--- config.mk ---
export PLATFORM = sky130hd
export DESIGN_NAME = video_regs
export DESIGN_NICKNAME = d
export VERILOG_FILES = /design/src/rtl/video_pkg.sv /design/src/rtl/video_regs.sv
export SDC_FILE = /design/constraint.sdc
export NUM_CORES = 1
export LEC_CHECK = 0
export ABC_AREA = 1
export BUFFER_PORTS_ARGS = -buffer_cell sky130_fd_sc_hd__buf_4
export CAP_MARGIN = 20
export CORE_UTILIZATION = 54
export DETAILED_ROUTE_END_ITERATION = 8
export PLACE_DENSITY = 0.86
export SYNTH_ARGS = -nofsm -noshare
export SYNTH_HDL_FRONTEND = slang
export SYNTH_SLANG_ARGS = --single-unit
--- constraint.sdc ---
create_clock -name i_clk -period 1.5 [get_ports i_clk]
set_input_delay 0 -clock i_clk [delete_from_list [all_inputs] [get_ports i_clk]]
set_output_delay 0 -clock i_clk [all_outputs]
set_load 0.005 [all_outputs]
--- src/rtl/video_pkg.sv ---
// video_pkg
// Shared definitions for the video colour/raster register block:
//   - colour and compare widths, vblank boundary row
//   - register offsets within the 8-byte window
//   - bus access FSM state encoding
//   - helper that presents one byte of a committed colour for reads
package video_pkg;

    localparam int unsigned COLOR_W    = 12;
    localparam int unsigned CMP_W      = 9;
    localparam logic [8:0]  VBLANK_ROW = 9'd480;

    typedef logic [COLOR_W-1:0] color_t;

    typedef enum logic [2:0] {
        REG_FG_LO  = 3'd0,
        REG_FG_HI  = 3'd1,
        REG_BG_LO  = 3'd2,
        REG_BG_HI  = 3'd3,
        REG_CMP_LO = 3'd4,
        REG_CMP_HI = 3'd5,
        REG_STATUS = 3'd6,
        REG_CTRL   = 3'd7
    } reg_off_e;

    typedef enum logic [1:0] {
        ST_IDLE    = 2'd0,
        ST_EXEC    = 2'd1,
        ST_RESP    = 2'd2,
        ST_WAITLOW = 2'd3
    } bus_state_e;

    // Low byte, or the 4 used high bits zero-extended.
    function automatic logic [7:0] color_byte(input color_t c, input logic hi);
        return hi ? {4'b0000, c[11:8]} : c[7:0];
    endfunction

endpackage

--- src/rtl/video_regs.sv ---
// video_regs
// Bus-accessible colour and raster-interrupt registers, clocked by the
// pixel clock. Colours are written as LO (staged) then HI (commits both
// halves at once). A compare line raises a sticky raster-hit flag that can
// drive a level interrupt.
//
// Ports:
//   i_clk, i_rstn          pixel clock, async active-low reset
//   i_stb, i_we            level strobe (rising edge starts access), write
//   i_addr, i_data         byte address, write data
//   o_data, o_data_ready   read data (zero unless ready), 1-cycle done pulse
//   i_scan_row/column      current raster position
//   o_fg_color, o_bg_color committed colours
//   o_irq                  STATUS[0] & CTRL[0]
module video_regs
    import video_pkg::*;
#(
    parameter logic [7:0] BASE_ADDR = 8'h80,
    parameter color_t     RESET_FG  = 12'hFFF,
    parameter color_t     RESET_BG  = 12'h000
) (
    input  logic               i_clk,
    input  logic               i_rstn,
    input  logic               i_stb,
    input  logic               i_we,
    input  logic [7:0]         i_addr,
    input  logic [7:0]         i_data,
    output logic [7:0]         o_data,
    output logic               o_data_ready,
    input  logic [8:0]         i_scan_row,
    input  logic [9:0]         i_scan_column,
    output logic [COLOR_W-1:0] o_fg_color,
    output logic [COLOR_W-1:0] o_bg_color,
    output logic               o_irq
);

    bus_state_e         r_state;
    bus_state_e         w_next_state;

    logic               r_stb_q;
    logic               r_seen_low;
    logic               w_stb_edge;
    logic               w_addr_hit;
    logic               w_start;
    logic               w_exec;

    logic               r_we;
    reg_off_e           r_off;
    logic [7:0]         r_wdata;

    color_t             r_fg;
    color_t             r_bg;
    logic [7:0]         r_fg_shadow;
    logic [7:0]         r_bg_shadow;
    logic [CMP_W-1:0]   r_cmp;
    logic               r_hit;
    logic               r_irq_en;

    logic [7:0]         r_rdata;
    logic               r_ready;

    logic               w_wr;
    logic               w_w1c;
    logic               w_raster_hit;
    logic               w_vblank;
    logic [7:0]         w_rd_mux;

    // Strobe edge detection. r_seen_low stays clear until i_stb has been
    // observed low after reset, so a strobe held high across reset release
    // is not mistaken for a fresh edge.
    assign w_stb_edge = i_stb & ~r_stb_q & r_seen_low;
    assign w_addr_hit = (i_addr[7:3] == BASE_ADDR[7:3]);

    always_ff @(posedge i_clk or negedge i_rstn) begin
        if (!i_rstn) begin
            r_stb_q    <= 1'b0;
            r_seen_low <= 1'b0;
        end else begin
            r_stb_q <= i_stb;
            if (!i_stb) begin
                r_seen_low <= 1'b1;
            end
        end
    end

    // FSM state register
    always_ff @(posedge i_clk or negedge i_rstn) begin
        if (!i_rstn) begin
            r_state <= ST_IDLE;
        end else begin
            r_state <= w_next_state;
        end
    end

    // FSM next state and control strobes. Missed addresses never leave IDLE,
    // so they cause no state change and no ready pulse.
    always_comb begin
        w_next_state = r_state;
        w_start      = 1'b0;
        w_exec       = 1'b0;
        case (r_state)
            ST_IDLE: begin
                if (w_stb_edge && w_addr_hit) begin
                    w_start      = 1'b1;
                    w_next_state = ST_EXEC;
                end
            end
            ST_EXEC: begin
                w_exec       = 1'b1;
                w_next_state = ST_RESP;
            end
            ST_RESP: begin
                w_next_state = i_stb ? ST_WAITLOW : ST_IDLE;
            end
            ST_WAITLOW: begin
                if (!i_stb) begin
                    w_next_state = ST_IDLE;
                end
            end
            default: begin
                w_next_state = ST_IDLE;
            end
        endcase
    end

    // Request capture in the edge cycle
    always_ff @(posedge i_clk or negedge i_rstn) begin
        if (!i_rstn) begin
            r_we    <= 1'b0;
            r_off   <= REG_FG_LO;
            r_wdata <= '0;
        end else if (w_start) begin
            r_we    <= i_we;
            r_off   <= reg_off_e'(i_addr[2:0]);
            r_wdata <= i_data;
        end
    end

    assign w_wr  = w_exec & r_we;
    assign w_w1c = w_wr & (r_off == REG_STATUS) & r_wdata[0];

    // Colour, compare and control registers
    always_ff @(posedge i_clk or negedge i_rstn) begin
        if (!i_rstn) begin
            r_fg        <= RESET_FG;
            r_bg        <= RESET_BG;
            r_fg_shadow <= '0;
            r_bg_shadow <= '0;
            r_cmp       <= '0;
            r_irq_en    <= 1'b0;
        end else if (w_wr) begin
            case (r_off)
                REG_FG_LO:  r_fg_shadow <= r_wdata;
                REG_FG_HI:  r_fg        <= {r_wdata[3:0], r_fg_shadow};
                REG_BG_LO:  r_bg_shadow <= r_wdata;
                REG_BG_HI:  r_bg        <= {r_wdata[3:0], r_bg_shadow};
                REG_CMP_LO: r_cmp       <= {r_cmp[8], r_wdata};
                REG_CMP_HI: r_cmp       <= {r_wdata[0], r_cmp[7:0]};
                REG_CTRL:   r_irq_en    <= r_wdata[0];
                default: ;
            endcase
        end
    end

    // Raster-hit flag: a hit in the same cycle as a W1C keeps the flag set.
    assign w_raster_hit = (i_scan_row == r_cmp) && (i_scan_column == '0);
    assign w_vblank     = (i_scan_row >= VBLANK_ROW);

    always_ff @(posedge i_clk or negedge i_rstn) begin
        if (!i_rstn) begin
            r_hit <= 1'b0;
        end else begin
            r_hit <= w_raster_hit | (r_hit & ~w_w1c);
        end
    end

    // Read mux: committed colours only, never the shadows
    always_comb begin
        w_rd_mux = '0;
        case (r_off)
            REG_FG_LO:  w_rd_mux = color_byte(r_fg, 1'b0);
            REG_FG_HI:  w_rd_mux = color_byte(r_fg, 1'b1);
            REG_BG_LO:  w_rd_mux = color_byte(r_bg, 1'b0);
            REG_BG_HI:  w_rd_mux = color_byte(r_bg, 1'b1);
            REG_CMP_LO: w_rd_mux = r_cmp[7:0];
            REG_CMP_HI: w_rd_mux = {7'b0, r_cmp[8]};
            REG_STATUS: w_rd_mux = {6'b0, w_vblank, r_hit};
            REG_CTRL:   w_rd_mux = {7'b0, r_irq_en};
            default:    w_rd_mux = '0;
        endcase
    end

    // Response registers: loaded in EXEC, so they are valid during RESP
    // and forced back to zero on every other cycle.
    always_ff @(posedge i_clk or negedge i_rstn) begin
        if (!i_rstn) begin
            r_ready <= 1'b0;
            r_rdata <= '0;
        end else begin
            r_ready <= w_exec;
            r_rdata <= (w_exec && !r_we) ? w_rd_mux : '0;
        end
    end

    assign o_data       = r_rdata;
    assign o_data_ready = r_ready;
    assign o_fg_color   = r_fg;
    assign o_bg_color   = r_bg;
    assign o_irq        = r_hit & r_irq_en;

endmodule
==> run_results.csv <==
group,metric,value,unit
setup_path,cp_max_fo,24,
routing,drtIter0Drc,320,
clocking,cts_buffers,9,
sta,min_period,1.609,ns
die,dieArea,6885,sq um
status,outcome,"finished with violations",
hold_path,hold_path_class,"primary input to register",
yosys,yosys.area.top_type,"dfrtp_1",
sta,fin_ws,-0.1086,ns
clocking,insertion_delay,0.35,ns
die,die_y,82.98,microns
sta,clock.fmax,621.6,MHz
pwr,cellLeakagePower,0.002333,uW
yosys,ys.flop_type,"dfrtp_1",
die,fp.dieW,82.98,microns
die,io_pins,73,
global_route,grt_pass1_vias,3076,
routing,vias,3275,
layout,diodes,0,
sta,worst_pin_slew,0.4248,ns
pwr,p_per_area,1168,nW/um^2
yosys,yosysWarnings,0,
layout,final_core_util,0.7287,
yosys,ys_ff_latch,76,
routing,ant_nets,0,
global_route,grt.total_usage,0.2753,
clocking,clock_path_buffers,2,
clocking,clock_tree.root_cell,"clkbuf_8",
yosys,syn_area,3541,sq um
die,rows,29,
placement,gp_congestion,0.9261,
placement,dp_hpwl,6183,microns
global_route,grt_antenna_before_repair,0,
setup_path,cp-startpoint,"r_state[1]",
pwr,ir_worst_vdd,0.7996,mV
clocking,cts_tree,"built",
routing,wl_per_cell,15.61,microns
setup_path,start_kind,"register",
yosys,synth_nets,455,
sta,min_period_over_period,1.072,
routing,dr.pass1.iters,6,
clocking,h-tree-depth,3,
yosys,yosys-top-cells-count,"nand2_1 (108), o21ai_0 (72), dfrtp_1 (64), inv_1 (57), nor2_1 (28)",
global_route,grt_start_max_net_pins,32,
global_route,grt_remaining_overflow,0,
routing,viasPerCell,5.458,
yosys,async_reset_ff_frac,1.000,
setup_path,required,1.72,ns
yosys,synth-edff-count,0,
sta,hold_violations,0,
placement,io_buffers,72,
setup_path,worstReg2RegStart,"r_state[1]",
placement,pre_cts_ws,0.04018,ns
setup_path,crit_arrival,1.83,ns
yosys,synthCells,416,
layout,syn_to_final_growth,30.67,%
sta,setup_viol,6,
clocking,path_clk_slew,0.08,ns
yosys,yosysMostFrequentCell,"nand2_1",
routing,routed_wl,9368,microns
yosys,synth_top_area_frac,0.4523,
setup_path,cp-end-kind,"register",
hold_path,hp-start,"i_scan_row[3]",
layout,layout-drive-gt1-share,0.2677,
yosys,synth_top_cells_by_area,"dfrtp_1 (45%), nand2_1 (11%), o21ai_0 (10%)",
flow_run,maxCapViolCount,0,
sta,maxSlewHeadroom,0.7168,
layout,nets,557,
clocking,numClockSinks,76,
sta,clock_skew,0.009480,ns
yosys,synth.distinct_cells,30,
yosys,synth_seq_area_share,0.5413,
sta,rsz0062_at_grt,"yes",
die,core,6350,sq um
yosys,syn_avg_cell_area,8.512,sq um
routing,drc,0,
sta,drv_slew,0,
status,failed_checks,"setup timing",
setup_path,criticalPathCategory,"register to register",
global_route,grt_pass1_wl,14660,microns
die,initial_core_util,0.5576,
metal layers:
layer	up-vias	wire length (microns)	track usage	share of wire
met5	-	0	0	0
li1	1523	-	-	-
met2	189	4569	0.4531	0.49
met4	0	352	0.1254	0.038
met1	1523	3741	0.3527	0.40
met3	40	704	0.05567	0.075
worst max-delay path, stage by stage, from the launching register on:
cell and delay [ns]:
dfrtp_1 0.40, inv_2 0.08, nand2_2 0.09, nor2_4 0.24, nand4_4 0.32, nand2_1 0.22
o21ai_0 0.12
state kept, by name, summed over array words and instances (netlist names):
register      cells
o_bg_color       12
o_fg_color       12
r_cmp             9
o_data            8
r_bg_shadow       8
r_fg_shadow       8
r_wdata           8
r_off             3
r_state           2
o_data_ready      1
r_hit             1
r_irq_en          1
r_seen_low        1
r_stb_q           1
r_we              1
cells in the final DEF (no fill, tap or decap), types with 2 or more instances in the layout:
cell           count
nand2_1          107
buf_4             86
o21ai_0           67
dfrtp_1           64
inv_1             57
nor2_1            28
dlygate4sd3_1     16
nand3_1           14
dfstp_2           12
a21oi_1           11
clkbuf_8          10
nand4_1            7
o21ai_1            6
nand2_2            4
nor2_4             4
inv_2              3
inv_6              3
nand2_4            3
o22ai_1            3
o21ai_2            2
bufinv_16          2
clkinvlp_4         2
buf_12             2
report_power, final:
part	leakage [uW]	switching, uW	internal (uW)
combinational	0.00128	654	453
sequential	0.000951	230	2290
clock	0.000106	791	989
worst paths after layout:
kind,endpoint,slack (ns),cells after the start
setup / recovery,o_bg_color[8],-0.11,6
hold / removal,r_hit,0.04,6
setup reg to reg,o_bg_color[8],-0.11,6
hold reg to reg,r_seen_low,0.48,1
max in group asynchronous,o_bg_color[11],0.79,3
min in group asynchronous,o_bg_color[7],0.12,2
kinds of logic (layout without fill, tap and decap cells):
kind of cell              after synthesis  count (layout)  synth area share
buffers and inverters                  76             183           0.09682
DFF                                    76              76            0.5413
and+or+nand+nor                       174             174            0.2304
xor gates and xnor gates                1               1          0.002474
AOI/OAI and AO/OA                      89              89            0.1290
cell type report:
class	instances	area (sq um)
Multi-Input combinational cell	264	1289
Inverter	62	242.7
Sequential cell	76	1917
Tap cell	77	96.34
Clock inverter	5	83.83
Fill cell	425	1723
Timing Repair Buffer	105	857.1
Clock buffer	11	141.4
per-stage QoR:
step                cells  setup TNS, ns  power, uW  hold WS, ns  cell area, sq um
global placement      563              0       3493     -0.03819              4190
global route          600         -1.331       5634      0.06940              4627
CTS                   595              0       5323      0.02650              4576
finish                600        -0.2286       5404      0.04119              4627
detailed placement    563              0       3539     -0.03387              4190
floorplan             416              0       3083      -0.2956              3541
repair_timing:
item	CTS	global route
setup endpoints to repair	0	45
hold buffers	16	0
gates resized for setup	0	9
hold endpoints to repair	92	0
buffers inserted	0	5
No activity file was read; power rests on OpenSTA's default activity.
